File: config.mk
export PLATFORM = sky130hd
export DESIGN_NAME = grid_paint_ctrl_flat
export DESIGN_NICKNAME = d
export VERILOG_FILES = /design/src/rtl/grid_paint_ctrl_if.sv /design/src/rtl/grid_paint_ctrl.sv /design/src/flat_wrapper.sv
export SDC_FILE = /design/constraint.sdc
export NUM_CORES = 1
export LEC_CHECK = 0
export CORE_ASPECT_RATIO = 0.8
export CORE_MARGIN = 3
export CORE_UTILIZATION = 50
export CTS_BUF_LIST = sky130_fd_sc_hd__clkbuf_8
export DETAILED_ROUTE_END_ITERATION = 6
export HOLD_SLACK_MARGIN = 0.02
export PLACE_DENSITY = 0.91
export RECOVER_POWER = 50
export SLEW_MARGIN = 20
export SYNTH_ARGS = -nofsm -noshare
export SYNTH_HDL_FRONTEND = slang
export SYNTH_SLANG_ARGS = --single-unit
File: constraint.sdc
create_clock -name clk -period 1.89 [get_ports clk]
set_input_delay 0.2835 -clock clk [delete_from_list [all_inputs] [get_ports clk]]
set_output_delay 0.2835 -clock clk [all_outputs]
set_load 0.005 [all_outputs]
File: src/rtl/grid_paint_ctrl_if.sv
// Command and grid-write bundle for grid_paint_ctrl. The requester (game logic or a
// bench) takes the master side; the controller takes the slave side.
interface grid_paint_ctrl_if;
    logic       req_valid;
    logic       req_ready;
    logic [1:0] req_cmd;
    logic [3:0] req_x;
    logic [3:0] req_y;
    logic [2:0] req_color;
    logic       busy;
    logic       done;
    logic       err;
    logic [3:0] posX;
    logic [3:0] posY;
    logic       wr_enable;
    logic [7:0] r_out;
    logic [7:0] g_out;
    logic [7:0] b_out;

    modport master (
        output req_valid, req_cmd, req_x, req_y, req_color,
        input  req_ready, busy, done, err, posX, posY, wr_enable, r_out, g_out, b_out
    );

    modport slave (
        input  req_valid, req_cmd, req_x, req_y, req_color,
        output req_ready, busy, done, err, posX, posY, wr_enable, r_out, g_out, b_out
    );
endinterface

File: src/rtl/grid_paint_ctrl.sv
// Write-side controller for the VGA colour grid: expands paint/row/column/clear commands
// into one-cycle cell writes. Define GRID_PAINT_CLEAR_ON_RESET_EN to sweep the grid after reset.
module grid_paint_ctrl #(
    parameter int GRID_W = 8,
    parameter int GRID_H = 8
) (
    input  logic              clk,
    input  logic              rst,
    grid_paint_ctrl_if.slave  bus
);

    localparam logic [2:0] S_IDLE  = 3'd0;
    localparam logic [2:0] S_PAINT = 3'd1;
    localparam logic [2:0] S_ROW   = 3'd2;
    localparam logic [2:0] S_COL   = 3'd3;
    localparam logic [2:0] S_CLEAR = 3'd4;

    localparam logic [1:0] CMD_PAINT = 2'b00;
    localparam logic [1:0] CMD_CLEAR = 2'b01;
    localparam logic [1:0] CMD_ROW   = 2'b10;
    localparam logic [1:0] CMD_COL   = 2'b11;

    localparam logic [3:0] X_LAST = 4'(GRID_W - 1);
    localparam logic [3:0] Y_LAST = 4'(GRID_H - 1);
    localparam logic [4:0] W_LIM  = 5'(GRID_W);
    localparam logic [4:0] H_LIM  = 5'(GRID_H);

    function automatic logic [23:0] palette(input logic [2:0] idx);
        logic [23:0] rgb;
        case (idx)
            3'd0:    rgb = 24'h53565B;
            3'd1:    rgb = 24'hFFFFFF;
            3'd2:    rgb = 24'h000000;
            3'd3:    rgb = 24'hE03030;
            3'd4:    rgb = 24'h30C040;
            3'd5:    rgb = 24'h3060E0;
            3'd6:    rgb = 24'hF0D020;
            default: rgb = 24'hD9D9D6;
        endcase
        return rgb;
    endfunction

    logic [2:0]  state_q, state_d;
    logic [3:0]  posx_q, posx_d;
    logic [3:0]  posy_q, posy_d;
    logic        wr_q, wr_d;
    logic [23:0] rgb_q, rgb_d;
    logic        busy_q, busy_d;
    logic        done_q, done_d;
    logic        err_q, err_d;

    logic        accept;
    logic        x_ok;
    logic        y_ok;
    logic        cmd_ok;
    logic        first_last;
    logic [2:0]  cmd_state;
    logic [3:0]  first_x;
    logic [3:0]  first_y;
    logic [3:0]  next_x;
    logic [3:0]  next_y;
    logic        start_clear;

`ifdef GRID_PAINT_CLEAR_ON_RESET_EN
    logic init_q;
    assign start_clear = init_q;
`else
    assign start_clear = 1'b0;
`endif

    assign accept = bus.req_valid && (state_q == S_IDLE);
    assign x_ok   = ({1'b0, bus.req_x} < W_LIM);
    assign y_ok   = ({1'b0, bus.req_y} < H_LIM);

    // Decode of an incoming command: legality, target state and the first cell written
    always_comb begin
        cmd_ok     = 1'b1;
        cmd_state  = S_PAINT;
        first_x    = bus.req_x;
        first_y    = bus.req_y;
        first_last = 1'b1;
        case (bus.req_cmd)
            CMD_PAINT: begin
                cmd_ok = x_ok && y_ok;
            end
            CMD_CLEAR: begin
                cmd_state  = S_CLEAR;
                first_x    = 4'd0;
                first_y    = 4'd0;
                first_last = (X_LAST == 4'd0) && (Y_LAST == 4'd0);
            end
            CMD_ROW: begin
                cmd_ok     = y_ok;
                cmd_state  = S_ROW;
                first_x    = 4'd0;
                first_last = (X_LAST == 4'd0);
            end
            default: begin
                cmd_ok     = x_ok;
                cmd_state  = S_COL;
                first_y    = 4'd0;
                first_last = (Y_LAST == 4'd0);
            end
        endcase
    end

    // Walk order inside a sequence; clear is row-major with x fastest
    always_comb begin
        next_x = posx_q;
        next_y = posy_q;
        case (state_q)
            S_ROW:   next_x = posx_q + 4'd1;
            S_COL:   next_y = posy_q + 4'd1;
            S_CLEAR: begin
                if (posx_q == X_LAST) begin
                    next_x = 4'd0;
                    next_y = posy_q + 4'd1;
                end else begin
                    next_x = posx_q + 4'd1;
                end
            end
            default: begin
                next_x = posx_q;
                next_y = posy_q;
            end
        endcase
    end

    always_comb begin
        state_d = state_q;
        posx_d  = posx_q;
        posy_d  = posy_q;
        wr_d    = 1'b0;
        rgb_d   = rgb_q;
        busy_d  = 1'b0;
        done_d  = 1'b0;
        err_d   = 1'b0;
        if (start_clear) begin
            state_d = S_CLEAR;
            posx_d  = 4'd0;
            posy_d  = 4'd0;
            wr_d    = 1'b1;
            rgb_d   = palette(3'd0);
            busy_d  = 1'b1;
            done_d  = (X_LAST == 4'd0) && (Y_LAST == 4'd0);
        end else if (state_q == S_IDLE) begin
            if (accept) begin
                if (cmd_ok) begin
                    state_d = cmd_state;
                    posx_d  = first_x;
                    posy_d  = first_y;
                    wr_d    = 1'b1;
                    rgb_d   = palette((bus.req_cmd == CMD_CLEAR) ? 3'd0 : bus.req_color);
                    busy_d  = 1'b1;
                    done_d  = first_last;
                end else begin
                    err_d = 1'b1;
                end
            end
        end else if (done_q || (state_q == S_PAINT)) begin
            state_d = S_IDLE;
        end else begin
            posx_d = next_x;
            posy_d = next_y;
            wr_d   = 1'b1;
            busy_d = 1'b1;
            case (state_q)
                S_ROW:   done_d = (next_x == X_LAST);
                S_COL:   done_d = (next_y == Y_LAST);
                default: done_d = (next_x == X_LAST) && (next_y == Y_LAST);
            endcase
        end
    end

    always_ff @(posedge clk) begin
        if (rst) begin
`ifdef GRID_PAINT_CLEAR_ON_RESET_EN
            state_q <= S_CLEAR;
            init_q  <= 1'b1;
`else
            state_q <= S_IDLE;
`endif
            posx_q  <= 4'd0;
            posy_q  <= 4'd0;
            wr_q    <= 1'b0;
            rgb_q   <= 24'd0;
            busy_q  <= 1'b0;
            done_q  <= 1'b0;
            err_q   <= 1'b0;
        end else begin
`ifdef GRID_PAINT_CLEAR_ON_RESET_EN
            init_q  <= 1'b0;
`endif
            state_q <= state_d;
            posx_q  <= posx_d;
            posy_q  <= posy_d;
            wr_q    <= wr_d;
            rgb_q   <= rgb_d;
            busy_q  <= busy_d;
            done_q  <= done_d;
            err_q   <= err_d;
        end
    end

    assign bus.req_ready = (state_q == S_IDLE);
    assign bus.busy      = busy_q;
    assign bus.done      = done_q;
    assign bus.err       = err_q;
    assign bus.posX      = posx_q;
    assign bus.posY      = posy_q;
    assign bus.wr_enable = wr_q;
    assign bus.r_out     = rgb_q[23:16];
    assign bus.g_out     = rgb_q[15:8];
    assign bus.b_out     = rgb_q[7:0];

endmodule

File: src/flat_wrapper.sv
// flat-port wrapper written by rule: the top's interface ports become plain ports
module grid_paint_ctrl_flat 
#(
    parameter int GRID_W = 8,
    parameter int GRID_H = 8
)
  (clk, rst, bus_req_valid, bus_req_cmd, bus_req_x, bus_req_y, bus_req_color, bus_req_ready, bus_busy, bus_done, bus_err, bus_posX, bus_posY, bus_wr_enable, bus_r_out, bus_g_out, bus_b_out);
  grid_paint_ctrl_if bus_i ();
  input  logic clk;
  input  logic rst;
  input wire logic [$bits(bus_i.req_valid)-1:0] bus_req_valid;
  input wire logic [$bits(bus_i.req_cmd)-1:0] bus_req_cmd;
  input wire logic [$bits(bus_i.req_x)-1:0] bus_req_x;
  input wire logic [$bits(bus_i.req_y)-1:0] bus_req_y;
  input wire logic [$bits(bus_i.req_color)-1:0] bus_req_color;
  output wire logic [$bits(bus_i.req_ready)-1:0] bus_req_ready;
  output wire logic [$bits(bus_i.busy)-1:0] bus_busy;
  output wire logic [$bits(bus_i.done)-1:0] bus_done;
  output wire logic [$bits(bus_i.err)-1:0] bus_err;
  output wire logic [$bits(bus_i.posX)-1:0] bus_posX;
  output wire logic [$bits(bus_i.posY)-1:0] bus_posY;
  output wire logic [$bits(bus_i.wr_enable)-1:0] bus_wr_enable;
  output wire logic [$bits(bus_i.r_out)-1:0] bus_r_out;
  output wire logic [$bits(bus_i.g_out)-1:0] bus_g_out;
  output wire logic [$bits(bus_i.b_out)-1:0] bus_b_out;
  assign bus_i.req_valid = bus_req_valid;
  assign bus_i.req_cmd = bus_req_cmd;
  assign bus_i.req_x = bus_req_x;
  assign bus_i.req_y = bus_req_y;
  assign bus_i.req_color = bus_req_color;
  assign bus_req_ready = bus_i.req_ready;
  assign bus_busy = bus_i.busy;
  assign bus_done = bus_i.done;
  assign bus_err = bus_i.err;
  assign bus_posX = bus_i.posX;
  assign bus_posY = bus_i.posY;
  assign bus_wr_enable = bus_i.wr_enable;
  assign bus_r_out = bus_i.r_out;
  assign bus_g_out = bus_i.g_out;
  assign bus_b_out = bus_i.b_out;
  grid_paint_ctrl #(.GRID_W(GRID_W), .GRID_H(GRID_H)) u_core (.clk(clk), .rst(rst), .bus(bus_i));
endmodule
==> results.toml <==
[run_status]
run_status = "completed"

[global_routing]
grt_start_max_net_pins = 19
grtUsageMet1_pct = 33.43
antenna_found_initial = 0
grt_pass1_wl_mm = 8.576
met2_usage_pct = 38.71
grt_overflow_total = 0
grtUsageTotal_pct = 24.00
top_usage_layer = "met2"
grt_use_met3_pct = 4.894
grt_pass1_vias = 1824

[worst_setup_path]
critPathCapture = "u_core.bus.posY[3]"
required_ps = 2040
cp-startpoint = "u_core.bus.posX[1]"
cp_cell_sequence = "ha_4 > nand2_1 > o41ai_4 > buf_4 > a41oi_1 > a21oi_1 > o32ai_2"
arrival_ps = 1980
r2r_end = "u_core.bus.posY[3]"
rr_worst_depth = 7
r2r_slack_ps = 60
worst_path_largest_cell_delay_ps = 410
cp_slowest_cell = "o41ai_4"
worstSetupPathType = "reg2reg"
r2r_start = "u_core.bus.posX[1]"
end_kind = "flop"
startpoint_type = "flop"
path_max_fanout = 6

[worst_hold_path]
worstHoldPathType = "reg2reg"
hp-start = "u_core.rgb_q[5]"
hold_depth = 2

[job]
drv_cap = 0

[routing]
totalWireLength_mm = 5.569
wl_per_cell_um = 15.91
drt_first_pass_iters = 5
vias = 2082
drtAntennaViolNets = 0
viasPerCell = 5.949
route.detailed.drc = 0
drtIter0Drc = 153

[timing]
slew_headroom_pct = 66.57
setup_ws_ps = 62.57
hold_violations = 0
skew_ps = 2.982
setup_violations = 0
tightestPinTransition_ps = 499.7
drv_slew = 0
rsz0062_at_grt = "false"
hold_ws_ps = 459.2
setup_tns_ps = 0
fmax_ghz = 0.5472
post-route-period-util_pct = 96.69
post-route-min-period_ps = 1827

[floorplanning]
num_rows = 19
die_x_um = 75.25
fp.dieH_um = 61.40
io_pins = 53
core_area_um2 = 3566
initial_core_util_pct = 53.79
dieArea_um2 = 4620

[place]
place_ws_ps = -363.9
io_buffers = 52
place.gp.congestion = 0.9025
dp_hpwl_mm = 3.963

[clock_tree]
cts_buffer_depth = 2
root_buffer = "clkbuf_8"
cts_sinks = 28
clk_latency_ps = 270
cts_inserted_buffers = 3
clk_pin_slew_ps = 90
cts_tree = "built"
htreeDepth = 1

[power]
power_leakage_nw = 1.126
finalPower_w = 0.001567
power_density_nw_per_um2 = 576.3
ir_drop_uv = 641.9

[synthesis]
synth_flop_cell = "dfxtp_1"
yosys_warnings = 0
synth_nets = 269
yosysSeqAreaShare_pct = 29.22
syn_avg_cell_area_um2 = 7.797
synthArstFlopShare_pct = 0
ys_ff_latch = 28
synth_cell_types = 54
syn-cell-area_um2 = 1918
synth-edff-count = 0
synthCells = 246

[layout]
drive_gt1_share_pct = 19.81
nets = 332
diodes = 0
syn2layout_area_growth_pct = 41.75
filler_cell_count = 239
-- through the flow --
stage | cell area [µm²] | utilization, % | std cells
final | 2719 | 76.25 | 350
after global routing | 2719 | 76.25 | 350
after CTS | 2620 | 73.47 | 344
after detailed placement | 2545 | 71.37 | 339
after global placement | 2545 | 71.37 | 339
after floorplan | 1918 | - | 246
-- how the worst min path moves through the flow --
| stage | end | slack (ps) |
|---|---|---|
| 2_1_floorplan | u_core.rgb_q[15] | 450 |
| 3_3_place_gp | u_core.rgb_q[7] | 440 |
| 3_5_place_dp | u_core.rgb_q[7] | 450 |
| 4_1_cts | u_core.rgb_q[13] | 470 |
| 5_1_grt | u_core.rgb_q[18] | 480 |
| 6_report | u_core.rgb_q[5] | 460 |
-- layout make-up --
| cell class | count | area, µm² | area share (%) |
|---|---|---|---|
| flip-flops and latches | 28 | 568.0 | 20.89 |
| clock buffers | 4 | 55.05 | 2.025 |
| inverters | 9 | 33.78 | 1.243 |
| well taps | 42 | 52.55 | 1.933 |
| repair buffers | 87 | 800.8 | 29.45 |
| multi-input cells | 180 | 1209 | 44.45 |
-- layout by cell type, fill, tap and decap left out, drive strengths merged, types with 2 or more instances in the layout --
cell            n
ha              7
nand3b          3
a21oi          20
clkdlybuf4s50  20
nor2           20
o31ai           2
a311oi          4
xor2            4
dfxtp          28
nand2          27
mux2i           3
clkbuf          4
nor2b           9
a22o            2
buf            35
a211oi          4
inv             9
or3             4
a21o            2
nand3           8
o32ai           3
o21bai          2
nor3            9
xnor2           3
dlygate4sd3    30
nor3b           4
nand2b          6
a32oi           2
o21ai          12
nand4           3
-- metal layers --
layer  part of all wire [%]  vias up
met1                     43      975
met2                     47      111
met3                    8.6        9
met5                      0        -
li1                       -      987
met4                   0.88        0
-- state kept, by name (all words and copies together) (netlist names) --
name / flops
u_core.state_q: 3
u_core.bus.done: 1
u_core.bus.wr_enable: 1
u_core.bus.err: 1
u_core.bus.posY: 4
u_core.bus.posX: 4
u_core.rgb_q: 14
-- logic make-up (layout without fill, tap and decap cells) --
group,Yosys count,after routing,share of synthesized area [%]
adders and majority gates,7,7,4.566
DFF,28,28,29.22
AOI/OAI and AO/OA,64,64,23.55
and+or+nand+nor,99,99,26.55
xor gates and xnor gates,7,7,3.980
muxes,3,3,1.566
buffers and inverters,38,100,10.57
-- what timing repair did --
action                     in CTS  in global routing
buffers inserted                1                  6
gates cloned                    0                  0
setup endpoints to repair      14                 26
gates resized for setup         7                 14
pin swaps                       2                  4
hold buffers                    0                  0
-- cell usage after synthesis (2+ instances only) --
master / number / share of area (%)
dfxtp_1: 28 / 29
nand2_1: 27 / 5.3
nor2_1: 20 / 3.9
a21oi_1: 19 / 5.0
buf_4: 12 / 4.7
o21ai_0: 11 / 2.9
clkbuf_1: 9 / 1.8
inv_1: 9 / 1.8
nor2b_1: 9 / 2.9
nand3_1: 8 / 2.1
nor3_1: 8 / 2.1
ha_1: 7 / 4.6
buf_2: 6 / 1.6
nand2b_1: 6 / 2.0
a211oi_1: 4 / 1.6
nor3b_1: 4 / 1.6
or3_1: 4 / 1.3
a311oi_1: 3 / 1.4
mux2i_1: 3 / 1.6
nand3b_1: 3 / 1.2
nand4_1: 3 / 0.98
o32ai_1: 3 / 1.4
xor2_1: 3 / 1.4
a21o_1: 2 / 0.78
a22o_1: 2 / 0.91
a32oi_1: 2 / 0.91
o21bai_1: 2 / 0.78
o31ai_1: 2 / 0.78
xnor2_1: 2 / 0.91
-- power by group --
| group | total (W) | internal [W] | switching [W] | leakage (nW) |
|---|---|---|---|---|
| Combinational | 0.000530 | 0.000278 | 0.000252 | 0.867 |
| Clock | 0.000366 | 0.000186 | 0.000180 | 0.0288 |
| Sequential | 0.000671 | 0.000630 | 0.0000414 | 0.230 |
| Total | 0.00157 | 0.00109 | 0.000473 | 1.13 |
-- critical path: cells and delay by family, from the launching register on --
family,cells,cell delay (ps)
simple gates,1,100
buf+inv,1,200
flops,1,390
compound gates,4,810
fa+ha+maj,1,190
(Power assumes the default switching activity.)
